--- config.mk ---
export PLATFORM = sky130hd
export DESIGN_NAME = ins_pair_queue_flat
export DESIGN_NICKNAME = d
export VERILOG_FILES = /design/src/rtl/ins_pair_queue_if.sv /design/src/rtl/ins_pair_queue.sv /design/src/flat_wrapper.sv
export SDC_FILE = /design/constraint.sdc
export NUM_CORES = 1
export LEC_CHECK = 0
export ABC_AREA = 1
export CORE_AREA = 2 2 331 366
export DETAILED_ROUTE_END_ITERATION = 10
export DIE_AREA = 0 0 333 368
export DONT_BUFFER_PORTS = 1
export PLACE_DENSITY = 0.56
export SETUP_SLACK_MARGIN = 0.2
export SYNTH_ARGS = -nofsm -noshare
export SYNTH_HDL_FRONTEND = slang
export SYNTH_SLANG_ARGS = --single-unit
--- constraint.sdc ---
create_clock -name clk -period 23.9 [get_ports clk]
set_clock_uncertainty 0.1 [all_clocks]
set_input_delay 4.78 -clock clk [delete_from_list [all_inputs] [get_ports clk]]
set_output_delay 4.78 -clock clk [all_outputs]
set_load 0.02 [all_outputs]
--- src/rtl/ins_pair_queue_if.sv ---
`default_nettype none
// ============================================================================
// Module  : ins_pair_queue_if
// Brief   : Fetch-side and issue-side signal bundle for the instruction pair queue.
// Revision: 1.0  initial release
// ============================================================================
interface ins_pair_queue_if #(
  parameter int DEPTH = 8
);
  localparam int CW = $clog2(DEPTH) + 1;

  logic [1:0]    FetchValid;
  logic [31:0]   FetchIns0;
  logic [31:0]   FetchIns1;
  logic [31:0]   FetchPC;
  logic          FetchReady;
  logic [1:0]    IssueCnt;
  logic          Flush;
  logic [31:0]   Ins1;
  logic [31:0]   Ins2;
  logic          Ins1Valid;
  logic          Ins2Valid;
  logic [31:0]   Ins1PC;
  logic [CW-1:0] Count;

  modport master (
    output FetchValid, FetchIns0, FetchIns1, FetchPC, IssueCnt, Flush,
    input  FetchReady, Ins1, Ins2, Ins1Valid, Ins2Valid, Ins1PC, Count
  );

  modport slave (
    input  FetchValid, FetchIns0, FetchIns1, FetchPC, IssueCnt, Flush,
    output FetchReady, Ins1, Ins2, Ins1Valid, Ins2Valid, Ins1PC, Count
  );
endinterface
`default_nettype wire

--- src/rtl/ins_pair_queue.sv ---
`default_nettype none
// ============================================================================
// Module  : ins_pair_queue
// Brief   : Circular instruction queue, up to two pushes and two pops per cycle.
// Revision: 1.0  initial release
// ============================================================================
module ins_pair_queue #(
  parameter int          DEPTH = 8,
  parameter logic [31:0] NOP   = 32'h0000_0013
) (
  input  wire logic           clk,
  input  wire logic           reset_n,
  ins_pair_queue_if.slave     bus
);
  localparam int AW = $clog2(DEPTH);
  localparam int CW = AW + 1;

  logic [AW-1:0] rp_q, rp_d;
  logic [AW-1:0] wp_q, wp_d;
  logic [CW-1:0] count_q, count_d;
  logic [31:0]   word_q [DEPTH];
  logic [31:0]   word_d [DEPTH];
  logic [31:0]   pc_q   [DEPTH];
  logic [31:0]   pc_d   [DEPTH];

  logic          ready;
  logic [1:0]    issue_clamp;
  logic [1:0]    push_cnt;
  logic [1:0]    pop_cnt;
  logic [AW-1:0] wp_plus1;
  logic [AW-1:0] rp_plus1;
  logic          slot1_valid;
  logic          slot2_valid;

  always_comb begin
    ready       = (count_q <= CW'(DEPTH - 2));
    issue_clamp = bus.IssueCnt[1] ? 2'd2 : {1'b0, bus.IssueCnt[0]};
    wp_plus1    = wp_q + AW'(1);

    // Over-issue is clipped to occupancy, which is then below two.
    pop_cnt = issue_clamp;
    if (CW'(issue_clamp) > count_q) begin
      pop_cnt = count_q[1:0];
    end

    push_cnt = 2'd0;
    if (ready) begin
      case (bus.FetchValid)
        2'b01:   push_cnt = 2'd1;
        2'b11:   push_cnt = 2'd2;
        default: push_cnt = 2'd0;
      endcase
    end

    rp_d    = rp_q + AW'(pop_cnt);
    wp_d    = wp_q + AW'(push_cnt);
    count_d = count_q + CW'(push_cnt) - CW'(pop_cnt);
    word_d  = word_q;
    pc_d    = pc_q;

    if (!bus.Flush && push_cnt != 2'd0) begin
      word_d[wp_q] = bus.FetchIns0;
      pc_d[wp_q]   = bus.FetchPC;
      if (push_cnt == 2'd2) begin
        word_d[wp_plus1] = bus.FetchIns1;
        pc_d[wp_plus1]   = bus.FetchPC + 32'd4;
      end
    end

    if (bus.Flush) begin
      rp_d    = '0;
      wp_d    = '0;
      count_d = '0;
    end
  end

  always_ff @(posedge clk or negedge reset_n) begin
    if (!reset_n) begin
      rp_q    <= '0;
      wp_q    <= '0;
      count_q <= '0;
    end else begin
      rp_q    <= rp_d;
      wp_q    <= wp_d;
      count_q <= count_d;
    end
  end

  // Payload is never reset; occupancy masks stale entries.
  always_ff @(posedge clk) begin
    word_q <= word_d;
    pc_q   <= pc_d;
  end

  assign rp_plus1    = rp_q + AW'(1);
  assign slot1_valid = (count_q >= CW'(1));
  assign slot2_valid = (count_q >= CW'(2));

  assign bus.FetchReady = ready;
  assign bus.Ins1Valid  = slot1_valid;
  assign bus.Ins2Valid  = slot2_valid;
  assign bus.Ins1       = slot1_valid ? word_q[rp_q]     : NOP;
  assign bus.Ins2       = slot2_valid ? word_q[rp_plus1] : NOP;
  assign bus.Ins1PC     = slot1_valid ? pc_q[rp_q]       : 32'd0;
  assign bus.Count      = count_q;
endmodule
`default_nettype wire
--- src/flat_wrapper.sv ---
// flat-port wrapper written by rule: the top's interface ports become plain ports
module ins_pair_queue_flat 
#(
  parameter int          DEPTH = 8,
  parameter logic [31:0] NOP   = 32'h0000_0013
)
  (clk, reset_n, bus_FetchValid, bus_FetchIns0, bus_FetchIns1, bus_FetchPC, bus_IssueCnt, bus_Flush, bus_FetchReady, bus_Ins1, bus_Ins2, bus_Ins1Valid, bus_Ins2Valid, bus_Ins1PC, bus_Count);
  ins_pair_queue_if #(.DEPTH(DEPTH)) bus_i ();
  input  wire logic clk;
  input  wire logic reset_n;
  input wire logic [$bits(bus_i.FetchValid)-1:0] bus_FetchValid;
  input wire logic [$bits(bus_i.FetchIns0)-1:0] bus_FetchIns0;
  input wire logic [$bits(bus_i.FetchIns1)-1:0] bus_FetchIns1;
  input wire logic [$bits(bus_i.FetchPC)-1:0] bus_FetchPC;
  input wire logic [$bits(bus_i.IssueCnt)-1:0] bus_IssueCnt;
  input wire logic [$bits(bus_i.Flush)-1:0] bus_Flush;
  output wire logic [$bits(bus_i.FetchReady)-1:0] bus_FetchReady;
  output wire logic [$bits(bus_i.Ins1)-1:0] bus_Ins1;
  output wire logic [$bits(bus_i.Ins2)-1:0] bus_Ins2;
  output wire logic [$bits(bus_i.Ins1Valid)-1:0] bus_Ins1Valid;
  output wire logic [$bits(bus_i.Ins2Valid)-1:0] bus_Ins2Valid;
  output wire logic [$bits(bus_i.Ins1PC)-1:0] bus_Ins1PC;
  output wire logic [$bits(bus_i.Count)-1:0] bus_Count;
  assign bus_i.FetchValid = bus_FetchValid;
  assign bus_i.FetchIns0 = bus_FetchIns0;
  assign bus_i.FetchIns1 = bus_FetchIns1;
  assign bus_i.FetchPC = bus_FetchPC;
  assign bus_i.IssueCnt = bus_IssueCnt;
  assign bus_i.Flush = bus_Flush;
  assign bus_FetchReady = bus_i.FetchReady;
  assign bus_Ins1 = bus_i.Ins1;
  assign bus_Ins2 = bus_i.Ins2;
  assign bus_Ins1Valid = bus_i.Ins1Valid;
  assign bus_Ins2Valid = bus_i.Ins2Valid;
  assign bus_Ins1PC = bus_i.Ins1PC;
  assign bus_Count = bus_i.Count;
  ins_pair_queue #(.DEPTH(DEPTH), .NOP(NOP)) u_core (.clk(clk), .reset_n(reset_n), .bus(bus_i));
endmodule
# Yosys cells after proc, flatten, opt, wreduce, memory -nomap -nowiden
# Index checks and enable logic that the tools add are counted.
# W data, S select, Z words.
dict set report totals {
  input_bits 103
  register_bits 522
  output_inout_bits 103
}
dict set report op_classes {
  order_cmp 10
  n_mux 29
  eq_ne 3
  bitwise_logic 4
  n_addsub 7
  reduce_logical 5
}
# operator count
set op_table {}
lappend op_table {{$bwmux W256} 4}
lappend op_table {{$mux W256} 2}
lappend op_table {{$mux W32} 11}
lappend op_table {{$bmux W32 S3} 3}
lappend op_table {{$demux W32 S3} 2}
lappend op_table {{$add A32 B3 Y32 const B} 1}
lappend op_table {{$ge A4 B4 Y1 const B} 4}
lappend op_table {{$not A3 Y4} 4}
lappend op_table {{$lt A4 B1 Y1 const B} 2}
lappend op_table {{$add A3 B1 Y3 const B} 2}
lappend op_table {{$add A3 B2 Y3} 2}
lappend op_table {{$mux W2} 3}
lappend op_table {{$mux W3} 2}
lappend op_table {{$add A4 B2 Y4} 1}
lappend op_table {{$eq A2 B2 Y1 const B} 2}
lappend op_table {{$ge A4 B1 Y1 const B} 1}
lappend op_table {{$ge A4 B2 Y1 const B} 1}
lappend op_table {{$gt A2 B4 Y1} 1}
lappend op_table {{$le A4 B3 Y1 const B} 1}
lappend op_table {{$mux W4} 1}
lappend op_table {{$pmux W2 S2} 1}
lappend op_table {{$sub A4 B2 Y4} 1}
lappend op_table {{$logic_and A1 B1 Y1} 3}
lappend op_table {{$eq A2 B1 Y1 const B} 1}
lappend op_table {{2 further kinds} 2}

# Depth between registers and ports, before layout
dict set report logic_depth {
  word_depth 8
  ltp_mapped 14
  ltp_nobuf 14
}

# Least setup slack after synthesis
# No wires, ideal clock.
dict set report synth_timing {
  kind {input -> register}
  startpoint {input bus_Flush}
  endpoint {register u_core.pc_q[0] in the netlist's numbering, enable pin}
  setup_slack_ns -3.797
  arrival_ns 26.198
  path_buffers 1
  stages 2
  cell_sequence {clkbuf_1 -> nor2_1}
}
dict set report synth_between {
  elab_chain_len 2
}
# element line
set synth_lines {}
lappend synth_lines {{start, declared} flat_wrapper.sv:16} ;# input wire logic [$bits(bus_i.Flush)-1:0] bus_Flush;
lappend synth_lines {{$logic_not A1 Y1} ins_pair_queue.sv:61} ;# if (!bus.Flush && push_cnt != 2'd0) begin
lappend synth_lines {{$logic_and A1 B1 Y1} ins_pair_queue.sv:61}
lappend synth_lines {{end signal, assigned} ins_pair_queue.sv:92} ;# pc_q <= pc_d;
lappend synth_lines {{end, declared} ins_pair_queue.sv:23} ;# logic [31:0] pc_q [DEPTH];
# Every way passes these cells.
# A chain may end at the register's enable or synchronous reset.

# Final worst setup path
dict set report layout_timing {
  startpoint {register u_core.count_q[2], in the netlist u_core.bus.Count[2]}
  endpoint {output bus_Ins1PC[25]}
}
dict set report layout_between {
  elab_chain_len 2
}
# element line
set layout_lines {}
lappend layout_lines {{start, declared} ins_pair_queue.sv:20} ;# logic [CW-1:0] count_q, count_d;
lappend layout_lines {{start signal, assigned} ins_pair_queue.sv:85} ;# count_q <= count_d;
lappend layout_lines {{$ge A4 B1 Y1} ins_pair_queue.sv:96} ;# assign slot1_valid = (count_q >= CW'(1));
lappend layout_lines {{net bus_Ins1Valid} flat_wrapper.sv:20} ;# output wire logic [$bits(bus_i.Ins1Valid)-1:0] bus_Ins1Valid;
lappend layout_lines {{$mux W32} ins_pair_queue.sv:104} ;# assign bus.Ins1PC = slot1_valid ? pc_q[rp_q] : 32'd0;
lappend layout_lines {{end, declared} flat_wrapper.sv:22} ;# output wire logic [$bits(bus_i.Ins1PC)-1:0] bus_Ins1PC;
# The timed path passes the listed nets, and every way through them passes these cells.

==> flow_summary.ini <==
[outcome]
run_status = completed

[cells_and_area]
nNetsFinal = 4891
most_common_cell_after_layout_fill_and_taps_aside = nand2_1
most-common-layout-cells = nand2_1 (2,082), o21ai_0 (827), edfxtp_1 (512)
insertedDiodeCount = 0
areaGrowthSynthToFinish_pct = 7.766
final_cells = 6372
drive_gt1_frac = 0.04544

[power_and_ir_drop]
p_int_mw = 2.281
peakVddDrop_mv = 0.07253
clock_power_share = 0.228
switching_power_mw = 2.103
power_density_nw_per_um2 = 114.8
power_leakage_nw = 16.12
netSwitchingFraction = 0.4797
power_frac_comb = 0.471
seq_power_share = 0.302

[timing]
fmaxAchievable_mhz = 102.8
finalMaxSlewViolations = 0
report.final.hold_viol_count = 0
timing.slew.headroom = 0.1015
final-setup-viol-count = 0
worst_slew_pin_slew_ns = 1.337
final_min_period_over_clock_period = 0.4071
setup-tns-final_ns = 0
post-route-min-period_ns = 9.731
setup_repair_after_global_routing_missed_its_margin = no

[floorplanning]
core-area_um2 = 118800
num_io_pins = 206
die_height_um = 368
dieArea_um2 = 122500
fp.dieW_um = 333
initial_core_util = 0.2982
core.rowCount = 133

[clock_tree]
cts.sinks = 522
cts_buffers = 66
cts_tree = done
postCtsHoldBufs = 0
cts_root_buffer = clkbuf_16
clock_tree.htree_level_count = 3
cts.clk_slew.worst_paths_ns = 0.06
worst_skew_pair.late_latency_ns = 0.61
cts_max_path_buffers = 3
cts_resized = 0
cts_post_setup_buffers_inserted = 0

[global_routing]
grt_antenna_before_repair = 1
first_global_vias = 30750
grt_util_all_layers = 0.2184
pin_count_of_the_biggest_net_entering_global_routing = 122
remaining_global_route_overflow = 0
first_pass_grt_wire_length_um = 204700

[setup_path]
path_class = reg2out
r2r_slack_ns = 17.63
element_type_at_the_critical_path_start = register
critical_path_arrival_ns = 4.85
crit_path_end_kind = output port
worst-path-max-fanout = 33
worst_ep_required_time_ns = 19.02

[synthesis]
synthesis.nets = 5168
ys_seq_area_frac = 0.4410
netlist_area_before_placement_um2 = 35430
synthCells = 5047
synth.ff_latch_count = 522
synthDistinctLibCells = 32
synthesis.area_per_instance_um2 = 7.020
yosysWarningCount = 0

[routing]
ant_nets = 0
dr.pass1.iters = 6
vias_per_cell = 5.272
average_routed_wire_per_standard_cell_um = 21.69
total_via_count_in_the_routed_design = 33590
drt-total-wl_um = 138200
met1_length_um = 56570
first_iter_violations = 3870
drt_drc_violations_left = 0
top_layer_used = met5
wl_met2_um = 64490
met3_wirelength_um = 12620

[worst_hold_path]
hp-class = reg2reg

[place]
place.gp.congestion = 0.8069
placedCellCount = 6254
detailedPlacementHpwl_um = 75050
numPortBuffers = 0

[job]
cap_viol_max_count = 0
## cell type report
cell class / count / area (um^2)
well taps: 1552 / 1942
inverters: 214 / 817.0
clock inverters: 38 / 319.1
clock buffers: 80 / 1747
repair buffers: 52 / 390.4
flip-flops and latches: 522 / 15640
multi-input cells: 3914 / 17330
fillers: 12810 / 80640
## state kept, by name, summed over array words and instances, names as in the netlist
register          count
u_core.bus.Count      4
u_core.rp_q           3
u_core.pc_q         256
u_core.word_q       256
u_core.wp_q           3
## logic make-up (layout without fill, tap and decap cells)
kind of cell	Yosys count	in the layout	synth area share
simple gates	2646	2646	0.2918
compound gates	1239	1239	0.1829
buf+inv	611	384	0.07441
flops	522	522	0.4410
fa+ha+maj	18	18	0.007205
xor+xnor	11	11	0.002720
## routing by layer
metal	up-vias	GRT usage
met4	2	0.07788
met2	1435	0.3594
met1	15710	0.2811
li1	16190	-
met5	-	0
met3	246	0.04793
## power groups by stage
stage	registers, mW	logic (mW)	clock network [mW]
floorplan	1.34	1.49	0
global placement	1.33	2.03	0
detailed placement	1.34	2.05	0
CTS	1.32	2.05	1.02
global route	1.34	2.27	1.05
finish	1.32	2.06	0.999
## critical path, stage by stage, from the launching register on
cell      delay [ns]
dfrtp_1         0.46
inv_1           0.16
ha_1            0.20
o21ai_0         0.09
nand2_1         0.62
clkinv_2        0.88
buf_4           0.63
nor3_1          1.15
## stage by stage
stage | total power [mW] | hold WS [ns] | setup WS, ns | instance area, um^2 | util
4_1_cts | 4.390 | 0.4512 | 13.98 | 38180 | 0.3213
3_3_place_gp | 3.367 | 0.4317 | 14.15 | 36110 | 0.3040
6_report | 4.384 | 0.4475 | 14.17 | 38180 | 0.3213
5_1_grt | 4.648 | 0.4686 | 13.82 | 38180 | 0.3213
3_5_place_dp | 3.384 | 0.4354 | 14.17 | 36110 | 0.3040
2_1_floorplan | 2.823 | 0.4131 | 4.955 | 35430 | -
## cells in the mapped netlist, drive strengths merged
library cell / n / share of area
buf: 220 / 0.033
nor2: 309 / 0.034
xnor2: 2 / 0.00049
a31oi: 1 / 0.00018
fa: 4 / 0.0023
clkinv: 2 / 0.00021
and2: 2 / 0.00035
nand3: 151 / 0.022
ha: 14 / 0.0049
a21oi: 276 / 0.039
a211oi: 29 / 0.0061
nand2: 2094 / 0.22
inv: 212 / 0.022
o211ai: 79 / 0.017
a21o: 1 / 0.00021
clkbuf: 177 / 0.019
dfrtp: 10 / 0.0071
nor3: 61 / 0.0086
o21ai: 853 / 0.12
or2: 29 / 0.0051
edfxtp: 512 / 0.43
xor2: 9 / 0.0022
## path summary, 6_finish.rpt
check,start,to,cells past startpoint
setup / recovery,u_core.bus.Count[2],bus_Ins1PC[25],7
setup reg to reg,u_core.bus.Count[3],u_core.pc_q[141],13
max in group asynchronous,reset_n,u_core.rp_q[2],0
hold / removal,u_core.pc_q[225],u_core.pc_q[225],2
hold reg to reg,u_core.pc_q[225],u_core.pc_q[225],2
min in group asynchronous,reset_n,u_core.rp_q[0],0
Note: power is estimated with default switching activity, not from simulation.
